## config.mk

```make
export PLATFORM = sky130hd
export DESIGN_NAME = fir_input_stage
export DESIGN_NICKNAME = d
export VERILOG_FILES = /design/src/rtl/fir_pkg.sv /design/src/rtl/fir_sample_fifo.sv /design/src/rtl/fir_input_stage.sv
export SDC_FILE = /design/constraint.sdc
export NUM_CORES = 1
export LEC_CHECK = 0
export CORE_UTILIZATION = 56
export CTS_CLUSTER_DIAMETER = 30
export DETAILED_ROUTE_END_ITERATION = 16
export MAX_ROUTING_LAYER = met4
export PLACE_DENSITY_LB_ADDON = 0.08
export RECOVER_POWER = 50
export SLEW_MARGIN = 20
export SYNTH_ARGS = -nofsm -noshare
export SYNTH_HDL_FRONTEND = slang
export SYNTH_SLANG_ARGS = --single-unit
```

## constraint.sdc

```tcl
create_clock -name clk -period 2.7 [get_ports clk]
set_clock_uncertainty 0.2 [all_clocks]
set_input_delay 0.405 -clock clk [delete_from_list [all_inputs] [get_ports clk]]
set_output_delay 0.405 -clock clk [all_outputs]
set_load 0.02 [all_outputs]
```

## src/rtl/fir_pkg.sv

```systemverilog
// fir_pkg -- shared definitions for the FIR input stage.
//   DATA_W / COEF_W : sample and coefficient widths
//   NTAPS           : number of active coefficients (B0..B6)
//   FLUSH_LEN       : zero-sample cycles emitted after streaming stops
//   fir_state_t     : controller state type and its encodings
//   sat_inc8        : saturating 8-bit increment helper
package fir_pkg;

  localparam int DATA_W    = 8;
  localparam int COEF_W    = 8;
  localparam int NTAPS     = 7;
  localparam int FLUSH_LEN = NTAPS;

  typedef logic [1:0] fir_state_t;

  localparam fir_state_t ST_IDLE  = 2'd0;
  localparam fir_state_t ST_PRIME = 2'd1;
  localparam fir_state_t ST_RUN   = 2'd2;
  localparam fir_state_t ST_FLUSH = 2'd3;

  // Increment that sticks at 8'hFF instead of wrapping.
  function automatic logic [7:0] sat_inc8(input logic [7:0] v);
    logic [7:0] r;
    if (v == 8'hFF) begin
      r = v;
    end else begin
      r = v + 8'd1;
    end
    return r;
  endfunction

endpackage

```

## src/rtl/fir_sample_fifo.sv

```systemverilog
// fir_sample_fifo -- circular sample buffer, DEPTH entries (power of two).
//   push/push_data : write request; honoured when not full, or when a pop
//                    happens in the same cycle (occupancy then unchanged)
//   pop/pop_data   : read request; pop_data is the current head (show-ahead);
//                    a pop on an empty buffer is ignored
//   full/empty     : occupancy flags
//   level          : current occupancy, 0..DEPTH
module fir_sample_fifo #(
  parameter int DEPTH = 8,
  parameter int W     = 8
) (
  input  logic                     clk,
  input  logic                     rst_n,
  input  logic                     push,
  input  logic [W-1:0]             push_data,
  input  logic                     pop,
  output logic [W-1:0]             pop_data,
  output logic                     full,
  output logic                     empty,
  output logic [$clog2(DEPTH):0]   level
);

  localparam int AW = $clog2(DEPTH);
  localparam int LW = AW + 1;

  logic [W-1:0]  mem_q [DEPTH];
  logic [AW-1:0] wr_ptr_q, wr_ptr_d;
  logic [AW-1:0] rd_ptr_q, rd_ptr_d;
  logic [LW-1:0] level_q,  level_d;
  logic          full_s, empty_s;
  logic          push_ok_s, pop_ok_s;

  assign full_s   = (level_q == LW'(DEPTH));
  assign empty_s  = (level_q == {LW{1'b0}});
  assign full     = full_s;
  assign empty    = empty_s;
  assign level    = level_q;
  assign pop_data = mem_q[rd_ptr_q];

  // Qualify requests and compute next pointers / occupancy.
  always_comb begin
    pop_ok_s  = pop && !empty_s;
    // A push into a full buffer is legal only when the head leaves this cycle.
    push_ok_s = push && (!full_s || pop_ok_s);
    wr_ptr_d  = wr_ptr_q;
    rd_ptr_d  = rd_ptr_q;
    if (push_ok_s) begin
      wr_ptr_d = wr_ptr_q + AW'(1);
    end else begin
      wr_ptr_d = wr_ptr_q;
    end
    if (pop_ok_s) begin
      rd_ptr_d = rd_ptr_q + AW'(1);
    end else begin
      rd_ptr_d = rd_ptr_q;
    end
    level_d = level_q + LW'(push_ok_s) - LW'(pop_ok_s);
  end

  // Pointer, occupancy and storage registers.
  always_ff @(posedge clk or negedge rst_n) begin
    if (!rst_n) begin
      wr_ptr_q <= {AW{1'b0}};
      rd_ptr_q <= {AW{1'b0}};
      level_q  <= {LW{1'b0}};
      for (int i = 0; i < DEPTH; i++) begin
        mem_q[i] <= {W{1'b0}};
      end
    end else begin
      wr_ptr_q <= wr_ptr_d;
      rd_ptr_q <= rd_ptr_d;
      level_q  <= level_d;
      if (push_ok_s) begin
        mem_q[wr_ptr_q] <= push_data;
      end
    end
  end

endmodule

```

## src/rtl/fir_input_stage.sv

```systemverilog
// fir_input_stage -- buffers upstream samples and streams them to a 7-tap FIR,
// and manages a double-buffered coefficient bank.
//   in_valid/in_data/in_ready : upstream sample handshake (in_ready registered)
//   run                       : level request to stream samples
//   coef_we/addr/data         : shadow coefficient write (addr 7 ignored)
//   coef_commit/coef_pending  : shadow->active copy request / copy outstanding
//   xin/xin_valid             : registered sample to the filter
//   b0..b6                    : registered active coefficients
//   underrun_cnt              : saturating count of RUN cycles with no sample
//   frame_done                : one-cycle pulse at the end of the flush
module fir_input_stage
  import fir_pkg::*;
#(
  parameter int DEPTH       = 8,
  parameter int PRIME_LEVEL = 4
) (
  input  logic              clk,
  input  logic              rst_n,
  input  logic              in_valid,
  input  logic [DATA_W-1:0] in_data,
  output logic              in_ready,
  input  logic              run,
  input  logic              coef_we,
  input  logic [2:0]        coef_addr,
  input  logic [COEF_W-1:0] coef_data,
  input  logic              coef_commit,
  output logic              coef_pending,
  output logic [DATA_W-1:0] xin,
  output logic              xin_valid,
  output logic [COEF_W-1:0] b0,
  output logic [COEF_W-1:0] b1,
  output logic [COEF_W-1:0] b2,
  output logic [COEF_W-1:0] b3,
  output logic [COEF_W-1:0] b4,
  output logic [COEF_W-1:0] b5,
  output logic [COEF_W-1:0] b6,
  output logic [7:0]        underrun_cnt,
  output logic              frame_done
);

  localparam int LW  = $clog2(DEPTH) + 1;
  localparam int FCW = $clog2(FLUSH_LEN);

  fir_state_t        state_q, state_d;
  logic [FCW-1:0]    flush_cnt_q, flush_cnt_d;
  logic [DATA_W-1:0] xin_q, xin_d;
  logic              xin_valid_q, xin_valid_d;
  logic              frame_done_q, frame_done_d;
  logic [7:0]        underrun_q, underrun_d;
  logic              in_ready_q, in_ready_d;
  logic [COEF_W-1:0] shadow_q [NTAPS];
  logic [COEF_W-1:0] shadow_d [NTAPS];
  logic [COEF_W-1:0] coef_q   [NTAPS];
  logic [COEF_W-1:0] coef_d   [NTAPS];
  logic              pending_q, pending_d;

  logic              push_s, pop_s;
  logic [DATA_W-1:0] head_s;
  logic              full_s, empty_s;
  logic [LW-1:0]     level_s, level_next_s;

  fir_sample_fifo #(
    .DEPTH (DEPTH),
    .W     (DATA_W)
  ) u_fifo (
    .clk       (clk),
    .rst_n     (rst_n),
    .push      (push_s),
    .push_data (in_data),
    .pop       (pop_s),
    .pop_data  (head_s),
    .full      (full_s),
    .empty     (empty_s),
    .level     (level_s)
  );

  // in_ready_q already implies not-full; the full term keeps the FIFO safe
  // should the two ever disagree.
  assign push_s = in_valid && in_ready_q && !full_s;

  // Stream controller: next state, pop decision and next filter outputs.
  always_comb begin
    state_d      = state_q;
    flush_cnt_d  = flush_cnt_q;
    xin_d        = {DATA_W{1'b0}};
    xin_valid_d  = 1'b0;
    frame_done_d = 1'b0;
    underrun_d   = underrun_q;
    pop_s        = 1'b0;
    case (state_q)
      ST_IDLE: begin
        if (run) begin
          state_d = ST_PRIME;
        end else begin
          state_d = ST_IDLE;
        end
      end
      ST_PRIME: begin
        if (!run) begin
          state_d = ST_IDLE;
        end else if (level_s >= LW'(PRIME_LEVEL)) begin
          state_d = ST_RUN;
        end else begin
          state_d = ST_PRIME;
        end
      end
      ST_RUN: begin
        xin_valid_d = 1'b1;
        if (!run) begin
          // The stop cycle itself is the first of the FLUSH_LEN zero samples.
          state_d     = ST_FLUSH;
          flush_cnt_d = {FCW{1'b0}};
        end else if (!empty_s) begin
          pop_s = 1'b1;
          xin_d = head_s;
        end else begin
          underrun_d = sat_inc8(underrun_q);
        end
      end
      ST_FLUSH: begin
        if (flush_cnt_q == FCW'(FLUSH_LEN - 1)) begin
          state_d      = ST_IDLE;
          frame_done_d = 1'b1;
        end else begin
          flush_cnt_d = flush_cnt_q + FCW'(1);
          xin_valid_d = 1'b1;
        end
      end
      default: begin
        state_d = ST_IDLE;
      end
    endcase
  end

  // Occupancy after this edge decides whether upstream may push next cycle.
  always_comb begin
    level_next_s = level_s + LW'(push_s) - LW'(pop_s);
    in_ready_d   = (level_next_s != LW'(DEPTH));
  end

  // Shadow writes and shadow->active copy; copies happen only from IDLE so the
  // active bank is frozen while streaming.
  always_comb begin
    shadow_d  = shadow_q;
    coef_d    = coef_q;
    pending_d = pending_q;
    for (int i = 0; i < NTAPS; i++) begin
      if (coef_we && (coef_addr == 3'(i))) begin
        shadow_d[i] = coef_data;
      end else begin
        shadow_d[i] = shadow_q[i];
      end
    end
    // Copy from shadow_d so a write in the commit cycle is included.
    if ((state_q == ST_IDLE) && (coef_commit || pending_q)) begin
      coef_d    = shadow_d;
      pending_d = 1'b0;
    end else if (coef_commit) begin
      pending_d = 1'b1;
    end else begin
      pending_d = pending_q;
    end
  end

  // Controller, output and coefficient registers.
  always_ff @(posedge clk or negedge rst_n) begin
    if (!rst_n) begin
      state_q      <= ST_IDLE;
      flush_cnt_q  <= {FCW{1'b0}};
      xin_q        <= {DATA_W{1'b0}};
      xin_valid_q  <= 1'b0;
      frame_done_q <= 1'b0;
      underrun_q   <= 8'd0;
      in_ready_q   <= 1'b0;
      pending_q    <= 1'b0;
      for (int i = 0; i < NTAPS; i++) begin
        shadow_q[i] <= {COEF_W{1'b0}};
        coef_q[i]   <= {COEF_W{1'b0}};
      end
    end else begin
      state_q      <= state_d;
      flush_cnt_q  <= flush_cnt_d;
      xin_q        <= xin_d;
      xin_valid_q  <= xin_valid_d;
      frame_done_q <= frame_done_d;
      underrun_q   <= underrun_d;
      in_ready_q   <= in_ready_d;
      pending_q    <= pending_d;
      shadow_q     <= shadow_d;
      coef_q       <= coef_d;
    end
  end

  assign in_ready     = in_ready_q;
  assign xin          = xin_q;
  assign xin_valid    = xin_valid_q;
  assign frame_done   = frame_done_q;
  assign underrun_cnt = underrun_q;
  assign coef_pending = pending_q;
  assign b0 = coef_q[0];
  assign b1 = coef_q[1];
  assign b2 = coef_q[2];
  assign b3 = coef_q[3];
  assign b4 = coef_q[4];
  assign b5 = coef_q[5];
  assign b6 = coef_q[6];

endmodule

```

==> results list <==
- Static timing analysis puts the maximum clock frequency at 388 MHz.
- Regs by FF count: u_fifo.mem_q x64, shadow_q x56
* Share of power burned in registers: 34.9%
* Flip-flop count of the largest register after layout: 64
- In this run the critical register-to-register path is captured at u_fifo.mem_q[6]$_DFFE_PN0P_.
- P_sw: 4.55 mW
- Maximum cell stage delay along the critical path: 0.79 ns
- CTS built an H-tree with a depth of 2.
* Port buffer count: 100
- Total Nets Final: 773
* Power density cells: 1290 nW/um2
* Max_cap viols: 1
- Leak: 5.09 nW
- After detailed routing, the number of remaining DRC violations is 0.
* Share of total power in the clock network: 32.5%
- Post-CTS timing repair inserted 0 buffers for setup.
- Cell family with the largest share of critical-path delay: simple AND/OR/NAND/NOR gates
* CTS tree: done
- Violated checks: max-capacitance violations, max-slew violations
- Worst-path cell chain: inv_1, ha_1, or3b_2, nand4_1, nor2_1, mux2_2
- The tightest min-delay check is of the reg -> reg type.
- The count of nets left with antenna violations once routing finished came out at 0.
- Setup repair after global routing missed its margin: no
- Die span in x: 127 um
- Top library cells by usage in the layout, fill and taps aside: sky130_fd_sc_hd__dfrtp_1 (211), sky130_fd_sc_hd__mux2_2 (159), sky130_fd_sc_hd__clkdlybuf4s50_1 (97), sky130_fd_sc_hd__clkbuf_16 (40), sky130_fd_sc_hd__mux2i_1 (32)
- Clock-pin slew was measured on the worst setup and hold paths at 0.05 ns.
- In this run the mean area of a mapped cell was 14.7 um2.
* Reg2Reg Setup Slack: 0.13 ns
* Library cells used by synthesis: 41
- For the worst setup path, the data required time is 2.88 ns.
* Launch instance of the worst min-delay path: shadow_q[17]$_DFF_PN0_
* Combinational group share of total power: 32.6%
- The worst path in the final design needs a cycle of 2.57 ns, including I/O delays and setup.
- For this configuration, the core starts out at a cell density of 57.8%.
- For this run, the number of Yosys warnings is 0.
- Critical Path Stages: 6
* Die outline area: 16300 um2
* Cell with the biggest individual delay on the critical path: sky130_fd_sc_hd__nor2_1
- Routed length per instance: 18.5 um
* Worst vdd rail ir drop: 0.996 mV
- The die is 127 um tall.
* Placeable Area: 15300 um2
- Before antenna repair, the detailed router went through 4 iterations.
- Hold depth: 1
* WP buf/inv: 1
- The worst hold path terminates at shadow_q[17]$_DFF_PN0_.
- Num ports: 101
- Entering global routing, the biggest net connects 70 pins.
- At the end of the flow the core is filled with cells to 75.1%.
* Kind of start point of the critical path: flop
- Sequential area share after synthesis: 59.9%
* Switching power as a share of total power: 30.7%
* Slew Limit Headroom: -14.6%
- Internal power comes to 10.3 mW.
- Antenna diode count: 0
- Worst flop-to-flop path startpoint: u_fifo.level[2]$_DFF_PN0_
- From synthesis to final layout, the design area changed by 30.0%.
- The max-slew violation count is 69.
* Net Count, Synth: 640
- Clock insertion delay at the later pin of the skew report: 0.50 ns
* Yosys reg bits: 211
* GRT Resource Usage Total: 24.4%
* Register with the most flip-flops: u_fifo.mem_q
- Final hold violations: 0
- Adding up every negative setup slack in the final design gives 0 ns.
* Violation count after the first detailed-route iteration: 281
- The worst setup path is captured at a flop.
- The worst path uses 95.3% of the clock period.
- Leaving out fill and tap cells, the most frequent cell in the layout is sky130_fd_sc_hd__dfrtp_1.
- Area of the mapped netlist: 8820 um2
* Final global-route overflow total: 0
* Arrival time at the worst endpoint: 2.75 ns
- In the final layout, the share of cells above drive strength 1 is 32.5%.
- For this block, the routed nets add up to 18000 um of wire.
- The first global-routing pass estimated 29700 um of wire.
- Crit path max fanout: 8
* Worst Tran Pin Value: 1.72 ns
- Summing over every cut layer, the via total after detailed routing is 5306.
- Setup violations remaining at the end of the flow were counted as 0.
* Maximum clock insertion buffer count: 3
* Cell Rows: 45
- Number of antenna violations at the first check in global routing: 0
* Setup CP Type: reg -> reg
* Sink count of the clock tree: 211
- The congestion estimate from routability-driven global placement came to 0.813.
- The number of global-route vias before repair was 5719.
* Status: finished with violations
- R2r worst-path depth: 6
* Ratio of routed vias to standard cells: 5.46
* DPL Wire Length: 11500 um
- Number of standard cells after synthesis: 598
- The number of clock buffers added by TritonCTS is 39.
- Clock Tree Root: sky130_fd_sc_hd__clkbuf_16
## area by class of cell
| cell class | instances | area (um2) |
|---|---|---|
| inverters | 15 | 56.3 |
| multi-input cells | 347 | 3370 |
| clock inverters | 19 | 229 |
| repair buffers | 117 | 1150 |
| fillers | 978 | 3790 |
| well taps | 211 | 264 |
| flip-flops and latches | 211 | 5280 |
| clock buffers | 51 | 1110 |
## worst max path at each step
stage / start / slack, ns / to
after floorplan: u_fifo.level[1]$_DFF_PN0_ / 0.26 / u_fifo.level[2]$_DFF_PN0_
after global placement: run / 0.04 / in_ready$_DFF_PN0_
after detailed placement: run / -0.07 / in_ready$_DFF_PN0_
after CTS: u_fifo.level[2]$_DFF_PN0_ / 0.13 / in_ready$_DFF_PN0_
after global routing: u_fifo.level[2]$_DFF_PN0_ / 0.02 / in_ready$_DFF_PN0_
final: u_fifo.level[2]$_DFF_PN0_ / 0.13 / u_fifo.mem_q[6]$_DFFE_PN0P_
## per-stage QoR
stage	hold slack (ns)	cell area [um2]	worst slack, ns	power, mW	instances
floorplan	-0.0906	8820	0.256	8.22	598
global placement	0.238	10100	0.0396	9.82	900
detailed placement	0.249	10100	-0.0707	10.1	900
CTS	0.292	11500	0.131	15.0	971
global route	0.303	11500	0.0165	15.6	971
finish	0.273	11500	0.126	14.8	971
## cell families after synthesis
group,Yosys count,share of synthesized area (%)
AND/OR/NAND/NOR,69,4.68
buffers and inverters,40,2.01
adder cells (fa/ha/maj),17,2.58
AO/OA/AOI/OAI,35,2.80
flip-flops,211,59.9
XOR/XNOR,13,1.29
multiplexers,213,26.7
## cell usage after synthesis, drive strengths merged
cell type / count / share of area, %
ha: 15 / 2.1
inv: 15 / 0.64
nand3b: 1 / 0.23
buf: 13 / 0.87
a22oi: 8 / 0.68
or3b: 1 / 0.099
o22ai: 1 / 0.071
or4b: 1 / 0.16
and2: 1 / 0.071
nor3b: 1 / 0.085
a22o: 2 / 0.20
xor2: 10 / 0.99
mux2i: 32 / 3.6
nor2b: 2 / 0.14
a31oi: 3 / 0.21
nor2: 13 / 0.55
nor4b: 1 / 0.17
a21oi: 3 / 0.17
nor4bb: 2 / 0.23
nand4: 1 / 0.071
a21o: 2 / 0.17
xnor2: 3 / 0.30
dfrtp: 211 / 60
nor4: 2 / 0.21
a221oi: 8 / 0.79
o21ai: 7 / 0.40
nand2: 19 / 0.81
mux2: 181 / 23
and3: 2 / 0.14
nor3: 7 / 0.57
fa: 2 / 0.45
o41ai: 1 / 0.099
nand2b: 3 / 0.21
nand4b: 6 / 0.60
clkbuf: 12 / 0.51
nand3: 6 / 0.34
## repair_timing
| item | in CTS | in global routing |
|---|---|---|
| endpoints found under the hold margin | 65 | 0 |
| endpoints found under the setup margin | 0 | 0 |
| hold buffers | 1 | 0 |
| gates resized for setup | 0 | 0 |
## per-layer routing
layer	routed length [um]	global-route usage, %
met5	0	-
met4	248	9.80
met3	675	3.89
met2	9180	39.9
met1	7870	30.8
## power groups by stage
stage | Combinational [mW] | Clock (mW) | Sequential (mW)
floorplan | 2.63 | 0 | 5.59
global placement | 4.71 | 0 | 5.11
detailed placement | 4.87 | 0 | 5.20
CTS | 4.91 | 4.92 | 5.18
global route | 5.20 | 5.07 | 5.35
finish | 4.84 | 4.83 | 5.17
No activity file was read; power rests on OpenSTA's default activity.
